--- src/rtl/byte_serial_pkg.sv ---
// Shared definitions for the byte-serial adder: FSM state encoding and byte width.
package byte_serial_pkg;

    localparam int BYTE_W = 8;

    typedef enum logic [1:0] {
        IDLE = 2'd0,
        RUN  = 2'd1,
        DONE = 2'd2
    } state_t;

endpackage

--- src/rtl/byte_serial_adder_cla8.sv ---
// 8-bit carry-look-ahead adder; every carry is a flat sum of products of
// generate/propagate terms, so no carry ripples through earlier bit positions.
module byte_serial_adder_cla8
    import byte_serial_pkg::*;
(
    input  logic [BYTE_W-1:0] a,
    input  logic [BYTE_W-1:0] b,
    input  logic              cin,
    output logic              cout,
    output logic [BYTE_W-1:0] sum
);

    logic [BYTE_W-1:0] gen;
    logic [BYTE_W-1:0] prop;
    logic [BYTE_W:0]   carry;

    assign gen  = a & b;
    assign prop = a ^ b;

    // carry[i+1] = g[i] | p[i]g[i-1] | ... | p[i..0]cin
    always_comb begin
        carry    = '0;
        carry[0] = cin;
        for (int i = 0; i < BYTE_W; i++) begin
            logic term_chain;
            logic c_acc;
            c_acc      = gen[i];
            term_chain = prop[i];
            for (int j = i - 1; j >= 0; j--) begin
                c_acc      = c_acc | (term_chain & gen[j]);
                term_chain = term_chain & prop[j];
            end
            carry[i+1] = c_acc | (term_chain & cin);
        end
    end

    assign sum  = prop ^ carry[BYTE_W-1:0];
    assign cout = carry[BYTE_W];

endmodule

--- src/rtl/byte_serial_adder.sv ---
// Multi-byte adder that processes one byte per cycle through a single 8-bit CLA.
// Define OVERFLOW_FLAG_EN to add the signed-overflow output ovf.
module byte_serial_adder
    import byte_serial_pkg::*;
#(
    parameter int NBYTES = 4
) (
    input  logic                     clk,
    input  logic                     reset,
    input  logic                     in_valid,
    output logic                     in_ready,
    input  logic [BYTE_W*NBYTES-1:0] a,
    input  logic [BYTE_W*NBYTES-1:0] b,
    input  logic                     cin,
    output logic                     out_valid,
    input  logic                     out_ready,
    output logic [BYTE_W*NBYTES-1:0] sum,
    output logic                     cout
`ifdef OVERFLOW_FLAG_EN
    ,
    output logic                     ovf
`endif
);

    localparam int W = BYTE_W * NBYTES;

    state_t            state;
    state_t            state_next;
    logic [2:0]        idx;
    logic [W-1:0]      a_reg;
    logic [W-1:0]      b_reg;
    logic              carry;
    logic [BYTE_W-1:0] byte_a;
    logic [BYTE_W-1:0] byte_b;
    logic [BYTE_W-1:0] byte_sum;
    logic              byte_cout;
    logic              last_byte;
    logic              accept;

    assign in_ready  = (state == IDLE);
    assign out_valid = (state == DONE);
    assign accept    = in_ready && in_valid;
    assign last_byte = (idx == 3'(NBYTES - 1));
    assign byte_a    = a_reg[{idx, 3'b000} +: BYTE_W];
    assign byte_b    = b_reg[{idx, 3'b000} +: BYTE_W];
    assign cout      = carry;

    byte_serial_adder_cla8 u_cla (
        .a    (byte_a),
        .b    (byte_b),
        .cin  (carry),
        .cout (byte_cout),
        .sum  (byte_sum)
    );

    always_ff @(posedge clk or posedge reset) begin
        if (reset) begin
            state <= IDLE;
        end else begin
            state <= state_next;
        end
    end

    always_comb begin
        state_next = state;
        case (state)
            IDLE:    if (in_valid)  state_next = RUN;
            RUN:     if (last_byte) state_next = DONE;
            DONE:    if (out_ready) state_next = IDLE;
            default: state_next = IDLE;
        endcase
    end

    // The carry register doubles as cout: after the last byte it holds the final carry.
    always_ff @(posedge clk or posedge reset) begin
        if (reset) begin
            idx   <= '0;
            a_reg <= '0;
            b_reg <= '0;
            carry <= 1'b0;
            sum   <= '0;
        end else if (accept) begin
            idx   <= '0;
            a_reg <= a;
            b_reg <= b;
            carry <= cin;
            sum   <= '0;
        end else if (state == RUN) begin
            sum[{idx, 3'b000} +: BYTE_W] <= byte_sum;
            carry <= byte_cout;
            idx   <= idx + 3'd1;
        end
    end

`ifdef OVERFLOW_FLAG_EN
    // Signed overflow: operand signs agree but the result sign differs.
    always_ff @(posedge clk or posedge reset) begin
        if (reset) begin
            ovf <= 1'b0;
        end else if (state == RUN && last_byte) begin
            ovf <= (a_reg[W-1] == b_reg[W-1]) && (byte_sum[BYTE_W-1] != a_reg[W-1]);
        end
    end
`endif

endmodule
--- config.mk ---
export PLATFORM = sky130hd
export DESIGN_NAME = byte_serial_adder
export DESIGN_NICKNAME = d
export VERILOG_FILES = /design/src/rtl/byte_serial_pkg.sv /design/src/rtl/byte_serial_adder_cla8.sv /design/src/rtl/byte_serial_adder.sv
export SDC_FILE = /design/constraint.sdc
export NUM_CORES = 1
export LEC_CHECK = 0
export CAP_MARGIN = 40
export CORE_ASPECT_RATIO = 1.1
export CORE_MARGIN = 1.5
export CORE_UTILIZATION = 37
export CTS_CLUSTER_SIZE = 10
export DETAILED_ROUTE_END_ITERATION = 8
export PLACE_DENSITY_LB_ADDON = 0.08
export SLEW_MARGIN = 20
export SYNTH_ARGS = -nofsm -noshare
export SYNTH_HDL_FRONTEND = slang
export SYNTH_HIERARCHICAL = 1
export SYNTH_SLANG_ARGS = --single-unit
--- constraint.sdc ---
create_clock -name clk -period 5.2 [get_ports clk]
set_input_delay 1.04 -clock clk [delete_from_list [all_inputs] [get_ports clk]]
set_output_delay 1.04 -clock clk [all_outputs]
set_load 0.05 [all_outputs]
## After elaboration in Yosys (flattened, before gate mapping)

Index checks and enable logic that the tools add are counted.
Widths: inputs -> output; s select.

| word-level totals | value |
|---|---|
| register bits | 102 |
| output and inout port bits | 35 |
| word-level logic and storage cells | 136 |

| cells by class | value |
|---|---|
| add/subtract/negate cells | 2 |
| eq/ne operators | 6 |
| shift operators | 4 |
| mux-type cells | 11 |
| bitwise logic cells | 103 |
| reductions and logical operators | 4 |

Operators by type and width:

| kind | count |
|---|---|
| $and 1x1->1 | 64 |
| $mux 32 | 2 |
| $shiftx 32x7->8 | 2 |
| $or 1x1->1 | 36 |
| $bwmux 32 | 1 |
| $shift 8x8->32 const A | 1 |
| $shiftx 8x8->32 | 1 |
| $xor 8x8->8 | 2 |
| $and 8x8->8 | 1 |
| $neg 6->8 | 1 |
| $mux 2 | 3 |
| $mux 3 | 2 |
| $pmux 2 s3 | 1 |
| $ne 2x2->1 const B | 2 |
| $add 3x1->3 const B | 1 |
| $eq 3x2->1 const B | 1 |
| $reduce_and 3->1 | 1 |
| $eq 2x1->1 const B | 1 |
| $eq 2x2->1 const B | 1 |
| $logic_not 2->1 | 1 |
| $mux 1 | 2 |
| $ne 2x1->1 const B | 1 |
| $reduce_bool 2->1 | 1 |
| $logic_and 1x1->1 | 1 |

## Depth between registers and ports, before layout

Gate-level depths: netlist (run 1).

| logic depth | value |
|---|---|
| depth in word-level cells | 15 |
| mapped depth | 11 |

## Cells and area by module

Netlist (run 1), hierarchy kept.

Modules (own cells, without submodules):

| module | times used | cells an instance | area each (um^2) |
|---|---|---|---|
| byte_serial_adder | 1 | 336 | 4,590.7 |
| byte_serial_adder_cla8 | 1 | 37 | 317.8 |

## Least setup slack after synthesis (run 1)

OpenSTA, ideal clock, no wires.

| timing path | value |
|---|---|
| kind | register to register |
| start | register idx[1] |
| end | register carry (netlist: cout) |
| setup time | 130 ps |
| arrival | 2,882 ps |
| slack | 2,188 ps |
| stages on the path, launching flop included | 12 |
| buffers on the path | 2 |
| clock period less this slack | 3,012 ps |
| cells stage by stage | dfrtp_1 -> buf_2 -> clkbuf_1 -> mux4_2 -> and2_1 -> ha_1 -> a21oi_2 -> o2111ai_2 -> a221o_1 -> a21o_1 -> a21oi_1 -> o21ai_0 |

RTL lines:

| item | line | source |
|---|---|---|
| start: declaration | byte_serial_adder.sv:29 | `logic [2:0] idx;` |
| start signal: assignment | byte_serial_adder.sv:91 | `idx <= idx + 3'd1;` |
| $shiftx 32x7->8 (*) | byte_serial_adder.sv:44 | `assign byte_a = a_reg[{idx, 3'b000} +: BYTE_W];` |
| named net byte_a[0] | byte_serial_adder.sv:33 | `logic [BYTE_W-1:0] byte_a;` |
| $and 8x8->8 / $xor 8x8->8 (equally long branches) | byte_serial_adder_cla8.sv:17, byte_serial_adder_cla8.sv:18 |  |
| $and 1x1->1, on equally long branches | byte_serial_adder_cla8.sv:30, byte_serial_adder_cla8.sv:31 |  |
| $or 1x1->1 / $and 1x1->1 (equally long branches) | byte_serial_adder_cla8.sv:30, byte_serial_adder_cla8.sv:33 |  |
| $or 1x1->1 (*) | byte_serial_adder_cla8.sv:33 | `carry[i+1] = c_acc \| (term_chain & cin);` |
| named net byte_cout | byte_serial_adder.sv:36 | `logic byte_cout;` |
| $mux 1 (*) | byte_serial_adder.sv:88 | `end else if (state == RUN) begin` |
| $mux 1 (*) | byte_serial_adder.sv:82 | `end else if (accept) begin` |
| end signal: assignment | byte_serial_adder.sv:86 | `carry <= cin;` |
| end signal: assignment | byte_serial_adder.sv:90 | `carry <= byte_cout;` |
| end: declaration | byte_serial_adder.sv:32 | `logic carry;` |

Mark *: on every way through the listed nets, which the timed path passes. The rest lies on a longest branch. The select of a mux whose other input is x is not followed.
A chain may end at the register's enable or synchronous reset.

## Final worst setup path (run 1)

| timing path | value |
|---|---|
| start | register idx[0] |
| end | register sum[15] |

RTL lines:

| item | line | source |
|---|---|---|
| $shiftx 32x7->8 (*) | byte_serial_adder.sv:45 | `assign byte_b = b_reg[{idx, 3'b000} +: BYTE_W];` |
| named net byte_b[0] | byte_serial_adder.sv:34 | `logic [BYTE_W-1:0] byte_b;` |
| $and 8x8->8 / $xor 8x8->8 (equally long branches) | byte_serial_adder_cla8.sv:17, byte_serial_adder_cla8.sv:18 |  |
| $and 1x1->1, on equally long branches | byte_serial_adder_cla8.sv:30, byte_serial_adder_cla8.sv:31 |  |
| $or 1x1->1 / $and 1x1->1 (equally long branches) | byte_serial_adder_cla8.sv:30, byte_serial_adder_cla8.sv:33 |  |
| $or 1x1->1 (*) | byte_serial_adder_cla8.sv:33 |  |
| $xor 8x8->8 (*) | byte_serial_adder_cla8.sv:37 | `assign sum = prop ^ carry[BYTE_W-1:0];` |
| named net byte_sum[7] | byte_serial_adder.sv:35 | `logic [BYTE_W-1:0] byte_sum;` |
| $shiftx 8x8->32 (*) | byte_serial_adder.sv:89 | `sum[{idx, 3'b000} +: BYTE_W] <= byte_sum;` |
| $bwmux 32 (*) | byte_serial_adder.sv:89 |  |
| $mux 32 (*) | byte_serial_adder.sv:88 |  |
| $mux 32 (*) | byte_serial_adder.sv:82 |  |
| end signal: indexed assignment | byte_serial_adder.sv:89 |  |
| end: declaration | byte_serial_adder.sv:17 | `output logic [BYTE_W*NBYTES-1:0] sum,` |

Marks and branches as above.

==> impl_metrics.csv, run 1 <==
group,metric,value,unit
critical_path,cp_max_fo,18,
floorplanning,num_rows,43,
yosys,synthDominantCellAreaShare,52.00,%
routing,drcViolationCount,0,
cts,clockBufferDepth,2,
sta,fin_skew,0.008878,ns
grt,grt_pass1_vias,3397,
grt,antenna_found_initial,0,
routing,first_pass_iters,4,
cts,cts_made_buffers,9,
cts,clock-root-buffer,"clkbuf_16",
cts,clk_pin_slew_worst_paths,0.07,ns
sta,tns,0,ns
pwr,powerDensity,725.6,nW/µm²
critical_path,cp_top_family,"compound AO/OA/AOI/OAI gates",
routing,drt-wirelength-per-cell,17.10,µm
cts,cts_hold_buf,0,
floorplanning,die_height,123.8,µm
floorplanning,die_x,112.8,µm
sta,maxSlewViolCount,0,
sta,rsz0062_at_grt,"false",
floorplanning,ios,104,
pwr,total_power,0.004650,W
yosys,synth-warning-count,6,
critical_path,path_buf_inv,1,
sta,tightest_slew,0.6106,ns
yosys,ys_seq_area_share,52.00,%
routing,drtAntennaViolNets,0,
sta,relSlewSlack,59.30,%
pwr,p_leak,2.740,nW
floorplanning,dieArea,13970,µm²
yosys,ys_types,42,
yosys,yosys_register_bits,102,
grt,grt_pass1_wl,17.54,mm
critical_path,critPathArrivalTime,3.74,ns
grt,grt.total_usage,16.45,%
cts,cts.sinks,102,
finish,drive_gt1_share,23.69,%
critical_path,critPathCaptureType,"flop",
finish,fin_nets,555,
floorplanning,start_util,38.33,%
finish,synthToLayoutAreaGrowth,30.56,%
outcome,outcome,"finished, final reports clean",
yosys,synth.avg_cell_area,13.16,µm²
routing,viasPerCell,5.103,
yosys,synthesis.nets,456,
critical_path,cpPeakStageDelay,0.73,ns
sta,period_share,66.89,%
critical_path,crit_required,5.46,ns
flow_run,maxCapViolCount,0,
yosys,synthesis.area,4908,µm²
cts,insertion_delay,0.34,ns
critical_path,crit_path_top_delay_cell,"dfrtp_1",
yosys,synthTopCellsByArea,"dfrtp_1, mux2_2, mux4_2",
routing,vias,3235,
floorplanning,coreArea,12800,µm²
cts,cts_resized,0,
grt,grt-ovfl-total,0,
routing,routed_wl,10.84,mm
grt,grt_max_degree,59,
placement,hpwl,8.032,mm
critical_path,critPathKind,"reg -> reg",
cts,cts_setup_buffers,0,
sta,hold_viol,0,
worst_hold_path,holdCritPathClass,"reg -> reg",
cts,tritoncts,"yes",
routing,drtIter0Drc,139,
sta,setup_violations,0,
critical_path,cp_cell_sequence,"buf_4 -> mux4_2 -> and2_1 -> ha_1 -> a21oi_2 -> o2111ai_2 -> a221o_1 -> xor2_1 -> nand2_1 -> o21ai_0",
critical_path,startpoint_type,"flop",
sta,fin_crit,3.478,ns
sta,fmax,287.5,MHz
placement,gp_congestion,0.7736,
yosys,syn-instance-count,373,
finish,diodes,0,
yosys,synth_area_leader_cell,"dfrtp_1",
cts,h-tree-depth,3,
pwr,vdd_ir_drop_max,0.2491,mV
placement,io_buffers,103,
-- area by class of cell --
cell class	count	area, µm²
flip-flops and latches	102	2552
repair buffers	110	1130
well taps	157	196.4
clock buffers	10	239.0
multi-input cells	243	2230
inverters	6	25.02
clock inverters	6	36.28
fillers	1173	6396
-- metrics by stage --
stage / utilization [%] / hold slack, ns / worst slack (ns) / instances / instance area, µm²
global route: 50.05 / 0.5230 / 1.467 / 634 / 6409
finish: 50.05 / 0.5002 / 1.722 / 634 / 6409
floorplan: - / 0.4738 / 1.485 / 373 / 4908
CTS: 49.82 / 0.5066 / 1.655 / 632 / 6380
detailed placement: 47.67 / 0.4913 / 1.672 / 616 / 6105
global placement: 47.46 / 0.4835 / 1.748 / 615 / 6077
-- cell usage after synthesis, drive strengths merged --
master / count
ha: 13
o21ai: 12
mux2i: 23
xor2: 3
or2b: 1
nor2: 6
a221o: 1
and3: 1
and3b: 1
nand2b: 1
o31ai: 1
o2111ai: 1
nand3b: 3
nand3: 2
or3b: 3
o211ai: 9
and2: 16
or3: 1
nand2: 45
clkbuf: 7
mux2: 64
dfrtp: 102
o41ai: 1
o311ai: 1
nor2b: 1
nor4: 1
a21oi: 5
inv: 6
buf: 15
and2b: 1
nor3: 2
or2: 1
xnor2: 3
o21bai: 1
mux4: 16
a21o: 2
fa: 1
-- kinds of logic (layout without fill, tap and decap cells) --
family / Yosys count / count (layout) / share of synthesized area (%)
muxes: 103 / 103 / 26.71
DFF: 102 / 102 / 52.00
and+or+nand+nor: 86 / 86 / 9.203
AOI/OAI and AO/OA: 34 / 34 / 4.665
buffers and inverters: 28 / 132 / 2.625
adders and majority gates: 14 / 14 / 3.722
xor gates and xnor gates: 6 / 6 / 1.071
-- placed cells by master, fill, tap and decap left out, types with 3 or more instances in the layout --
| cell type | n |
|---|---|
| o21ai_0 | 12 |
| and2_1 | 16 |
| dfrtp_1 | 102 |
| mux4_2 | 16 |
| clkdlybuf4s50_1 | 103 |
| mux2i_1 | 23 |
| nand2_1 | 45 |
| o211ai_1 | 9 |
| xnor2_1 | 3 |
| ha_1 | 13 |
| inv_1 | 5 |
| mux2_2 | 64 |
| nand3b_1 | 3 |
| nor2_1 | 6 |
| buf_4 | 3 |
| a21oi_1 | 4 |
| xor2_1 | 3 |
| clkbuf_16 | 9 |
| clkinv_2 | 4 |
-- layer usage --
metal  wire length (µm)  vias to the layer above  share of wire, %  track usage, %
met5                  0                        -                 0               0
met4                152                        0               1.4           6.408
met3                402                        9               3.7           2.871
met2               5480                       67                51           28.93
met1               4803                     1626                44           20.34
li1                   -                     1533                 -               -
-- path summary, 6_finish.rpt --
path / startpoint / endpoint / slack, ns / cells past startpoint
worst max-delay path: idx[0] / sum[15] / 1.72 / 10
worst min-delay path: a_reg[19] / a_reg[19] / 0.50 / 1
worst max register to register: idx[0] / sum[15] / 1.72 / 10
worst min register to register: a_reg[19] / a_reg[19] / 0.50 / 1
max in group asynchronous: reset / idx[2] / 3.46 / 3
min in group asynchronous: reset / sum[12] / 1.07 / 2
-- power breakdown --
part           total [W]  internal [W]  switching (W)
clock           0.000629      0.000336       0.000292
combinational    0.00263       0.00116        0.00147
sequential       0.00139       0.00116       0.000223
No activity file was read; power rests on OpenSTA's default activity.
==> inputs of run 2 (changes only) <==
Clock period 5.2 ns to 2.92 ns, I/O delays scaled along.
==> run 2 against run 1 <==
- critical path depth is 1 higher
- sequential share of layout area is 1.4 points lower
- combinational power is 94% higher
- worst setup slack worse by 1.6 ns
- final cell count is 2.5% higher
- highest routed layer unchanged
- critical path type unchanged
- utilization is 1.8 points higher
- flip-flop and latch count stayed put
- wire length is 4.9% higher
- die area stayed put
- worst hold slack better by 0.0016 ns
==> impl_metrics.csv, run 2 (synthesis gave the netlist of run 1 again) <==
group,metric,value,unit
cts,cts_hold_buf,0,
floorplanning,die_x,112.8,µm
routing,drcViolationCount,0,
critical_path,cp_max_fo,7,
critical_path,crit_required,3.20,ns
grt,grt_pass1_wl,18.08,mm
flow_run,maxCapViolCount,0,
cts,tritoncts,"yes",
cts,h-tree-depth,3,
grt,grt-ovfl-total,0,
worst_hold_path,hold_depth,1,
pwr,p_leak,2.849,nW
pwr,powerDensity,1334,nW/µm²
sta,period_share,95.76,%
pwr,vdd_ir_drop_max,0.5437,mV
floorplanning,ios,104,
sta,setup_violations,0,
pwr,p_sw_share,41.24,%
grt,grt.total_usage,17.27,%
routing,drt-wirelength-per-cell,17.50,µm
sta,tns,0,ns
grt,met2_usage,30.11,%
floorplanning,coreArea,12800,µm²
pwr,p_clk_share,14.8,%
finish,diodes,0,
sta,fin_skew,0.007678,ns
floorplanning,num_rows,43,
grt,grt_pass1_vias,3451,
sta,maxSlewViolCount,0,
cts,clk_pin_slew_worst_paths,0.07,ns
critical_path,critPathCaptureType,"flop",
critical_path,timing.rr.end,"sum[22]",
finish,utilization,51.89,%
sta,tightest_slew,0.7355,ns
cts,cts_made_buffers,9,
floorplanning,dieArea,13970,µm²
cts,clockBufferDepth,2,
sta,rsz0062_at_grt,"true",
pwr,p_seq_share,27.8,%
sta,hold_viol,0,
critical_path,rr_worst_depth,11,
worst_hold_path,hold_end,"a_reg[11]",
grt,met1_usage,21.12,%
floorplanning,start_util,38.33,%
finish,final_cell_mix,"clkdlybuf4s50_1, dfrtp_1, mux2_2, nand2_1, mux2i_1",
placement,io_buffers,103,
outcome,outcome,"finished, final reports clean",
worst_hold_path,min-delay-start,"a_reg[11]",
critical_path,critPathKind,"reg -> reg",
floorplanning,die_height,123.8,µm
finish,layout_commonest_cell,"clkdlybuf4s50_1",
sta,fmax,357.6,MHz
finish,instances_no_fill,650,
worst_hold_path,holdCritPathClass,"reg -> reg",
cts,insertion_delay,0.35,ns
critical_path,startpoint_type,"flop",
grt,grt_max_degree,56,
finish,drive_gt1_share,26.77,%
placement,place_ws,0.04112,ns
routing,drtIter0Drc,116,
placement,hpwl,8.343,mm
routing,drtAntennaViolNets,0,
grt,grt-busiest-layer,"met2",
pwr,p_sw,0.003656,W
routing,routed_wl,11.37,mm
routing,first_pass_iters,4,
sta,worst_slack,0.1238,ns
routing,viasPerCell,5.063,
grt,antenna_found_initial,0,
finish,fill_cells,1159,
cts,clock-root-buffer,"clkbuf_16",
sta,hold_ws,0.5019,ns
sta,relSlewSlack,50.86,%
finish,fin_nets,571,
pwr,internal_power,0.005208,W
grt,met3_usage,3.017,%
cts,cts.sinks,102,
critical_path,critPathArrivalTime,3.07,ns
critical_path,rr_startpoint,"idx[0]",
routing,vias,3291,
finish,synthToLayoutAreaGrowth,35.36,%
sta,fin_crit,2.796,ns
placement,placed_cells,625,
placement,gp_congestion,0.8663,
critical_path,rrSetupSlack,0.12,ns
pwr,p_comb_share,57.4,%
==> run 2: changes by cell type in the layout (fill, tap and decap cells not counted), sizes merged <==
cell	change
buf	+16
clkinv	-3
clkbuf	+1
clkinvlp	+1
bufinv	+2
inv	-1
==> run 2: how the worst max path moves through the flow <==
stage,from,slack [ns],to,cells after the start
floorplan,idx[1],0.04,cout,11
global placement,idx[0],0.11,cout,10
detailed placement,idx[0],0.04,sum[15],10
CTS,idx[0],0.01,sum[15],10
global route,idx[0],-0.09,sum[6],11
finish,idx[0],0.12,sum[22],11
==> run 2: metal layers <==
metal  up-vias  part of all wire, %
li1       1556                    -
met1      1650                   44
met2        72                   50
met3        13                  3.2
met4         0                  1.9
met5         -                    0
==> run 2: per-stage QoR <==
step / total power, W / instance area [µm²]
floorplan: 0.005876 / 4913
global placement: 0.007296 / 6203
detailed placement: 0.007371 / 6203
CTS: 0.008710 / 6528
global route: 0.009457 / 6644
finish: 0.008864 / 6644
==> run 2: worst max-delay path, stage by stage, from the launching register on <==
cell	delay, ns
dfrtp_2	0.42
buf_12	0.14
mux4_2	0.48
and2_1	0.20
ha_1	0.31
a21oi_2	0.17
buf_4	0.14
o211ai_1	0.13
o41ai_2	0.27
xnor2_1	0.19
nand2_1	0.13
mux2i_1	0.15
==> run 2: repair_timing <==
item,in CTS,in global routing
setup buffers,0,8
setup endpoints to repair,0,14
gates resized for setup,0,9
==> run 2: final cells by class <==
class	instances	area (µm²)	share of cell area [%]
inverter	6	26.28	0.3955
clock inverter	5	81.33	1.224
multi-input combinational	243	2252	33.90
clock buffer	11	242.7	3.653
sequential	102	2554	38.44
timing repair buffer	126	1291	19.44
tap	157	196.4	2.957
==> run 2: power groups by stage <==
stage / clock [W] / combinational [W] / sequential [W]
after global routing: 0.00140 / 0.00550 / 0.00255
final: 0.00131 / 0.00509 / 0.00247
after global placement: 0 / 0.00482 / 0.00248
after floorplan: 0 / 0.00297 / 0.00291
after detailed placement: 0 / 0.00487 / 0.00250
after CTS: 0.00135 / 0.00489 / 0.00247
==> inputs of run 3 (changes only) <==
Settings changed: SKIP_LAST_GASP set to 1.
==> run 3 against run 2 <==
- cell area is 0.19% lower
- sequential power hardly changed
- die area stayed put
- critical path type unchanged
- largest cell class unchanged
- clock skew hardly changed
- count of clock-buffer cells in the layout stayed put
- global-route usage stayed put
- largest power group unchanged
- utilization is 0.098 points lower
- worst setup slack worse by 0.0092 ns
- fmax is 0.33% lower
- register-to-register slack hardly changed
- wire length is 0.50% lower
==> impl_metrics.csv, run 3 (synthesis gave the netlist of run 1 again) <==
group,metric,value,unit
critical_path,rrSetupSlack,0.11,ns
placement,io_buffers,103,
critical_path,timing.rr.end,"sum[14]",
placement,gp_congestion,0.8663,
cts,clk_pin_slew_worst_paths,0.07,ns
sta,rsz0062_at_grt,"true",
finish,drive_gt1_share,26.57,%
sta,period_share,96.08,%
flow_run,maxCapViolCount,0,
pwr,p_leak,2.850,nW
floorplanning,die_x,112.8,µm
grt,grt_pass1_wl,18.08,mm
critical_path,startpoint_type,"flop",
cts,insertion_delay,0.35,ns
critical_path,crit_path_top_delay_cell,"mux4_2",
outcome,outcome,"finished, final reports clean",
routing,drcViolationCount,0,
placement,place_ws,0.04112,ns
critical_path,rr_worst_depth,11,
critical_path,cp_top_family,"compound AO/OA/AOI/OAI gates",
routing,drt-wirelength-per-cell,17.41,µm
worst_hold_path,holdCritPathClass,"reg -> reg",
placement,hpwl,8.343,mm
grt,grt_pass1_vias,3451,
worst_hold_path,hold_depth,1,
routing,viasPerCell,5.063,
grt,grt_max_degree,56,
floorplanning,start_util,38.33,%
cts,clockBufferDepth,2,
sta,maxSlewViolCount,0,
cts,cts_made_buffers,9,
floorplanning,ios,104,
critical_path,cp_cell_sequence,"buf_12 -> mux4_2 -> and2_1 -> ha_1 -> a21oi_2 -> buf_4 -> o211ai_1 -> o41ai_2 -> xnor2_1 -> nand2_1 -> o21ai_0",
floorplanning,die_height,123.8,µm
routing,first_pass_iters,4,
finish,fin_nets,571,
sta,fin_skew,0.007798,ns
critical_path,critPathKind,"reg -> reg",
grt,antenna_found_initial,0,
finish,final_cell_mix,"clkdlybuf4s50_1, dfrtp_1, mux2_2, nand2_1, mux2i_1",
cts,h-tree-depth,3,
finish,synthToLayoutAreaGrowth,35.10,%
critical_path,path_buf_inv,2,
finish,register_area,2554,µm²
cts,clock-root-buffer,"clkbuf_16",
sta,tightest_slew,0.7356,ns
grt,grt.total_usage,17.27,%
pwr,vdd_ir_drop_max,0.5408,mV
finish,multiInputGateArea,2240,µm²
pwr,powerDensity,1328,nW/µm²
floorplanning,num_rows,43,
sta,relSlewSlack,50.86,%
critical_path,cp_max_fo,7,
cts,tritoncts,"yes",
critical_path,critPathCaptureType,"flop",
cts,cts.sinks,102,
floorplanning,coreArea,12800,µm²
floorplanning,dieArea,13970,µm²
sta,tns,0,ns
finish,fill_cells,1160,
critical_path,critPathArrivalTime,3.08,ns
sta,fin_crit,2.805,ns
grt,grt-ovfl-total,0,
sta,hold_viol,0,
routing,routed_wl,11.32,mm
critical_path,cpPeakStageDelay,0.48,ns
finish,diodes,0,
sta,hold_ws,0.5013,ns
routing,drtIter0Drc,119,
critical_path,rr_startpoint,"idx[0]",
critical_path,crit_required,3.19,ns
finish,layout_commonest_cell,"clkdlybuf4s50_1",
sta,worst_slack,0.1145,ns
worst_hold_path,min-delay-start,"a_reg[11]",
routing,vias,3291,
routing,drtAntennaViolNets,0,
sta,setup_violations,0,
worst_hold_path,hold_end,"a_reg[11]",
sta,fmax,356.4,MHz
placement,placed_cell_area,6203,µm²
finish,design_area,6631,µm²
run 3: per-stage QoR:
step / total power [W] / instances / util, %
6_report: 0.008807 / 650 / 51.79
5_1_grt: 0.009402 / 650 / 51.79
4_1_cts: 0.008710 / 641 / 50.98
3_5_place_dp: 0.007371 / 625 / 48.45
3_3_place_gp: 0.007296 / 625 / 48.45
2_1_floorplan: 0.005876 / 373 / -
run 3: cell type report:
cell class              instances  share of cell area, %
flip-flops and latches        102                  38.51
multi-input cells             243                  33.77
repair buffers                126                  19.47
clock buffers                  11                  3.660
well taps                     157                  2.962
clock inverters                 5                  1.226
inverters                       6                 0.3962
run 3: power breakdown:
group / switching, W / internal, W / total [W]
Sequential: 0.000392 / 0.00207 / 0.00247
Clock: 0.000534 / 0.000777 / 0.00131
Combinational: 0.00271 / 0.00233 / 0.00503
run 3: what timing repair did:
| item | in CTS | in global routing |
|---|---|---|
| resized for setup | 0 | 7 |
| endpoints found under the hold margin | 0 | 0 |
| hold buffers | 0 | 0 |
| endpoints found under the setup margin | 0 | 14 |
| setup buffers | 0 | 8 |
run 3: worst max-delay path by stage:
| stage | startpoint | end | slack (ns) | cells after the start |
|---|---|---|---|---|
| 2_1_floorplan | idx[1] | cout | 0.04 | 11 |
| 3_5_place_dp | idx[0] | sum[15] | 0.04 | 10 |
| 4_1_cts | idx[0] | sum[15] | 0.01 | 10 |
| 3_3_place_gp | idx[0] | cout | 0.11 | 10 |
| 6_report | idx[0] | sum[14] | 0.11 | 11 |
| 5_1_grt | idx[0] | sum[14] | -0.11 | 11 |
run 3: layer usage:
metal	track usage (%)	wire, µm
met4	7.832	211
met1	21.12	5046
met3	3.017	367
met5	0	0
met2	30.11	5690
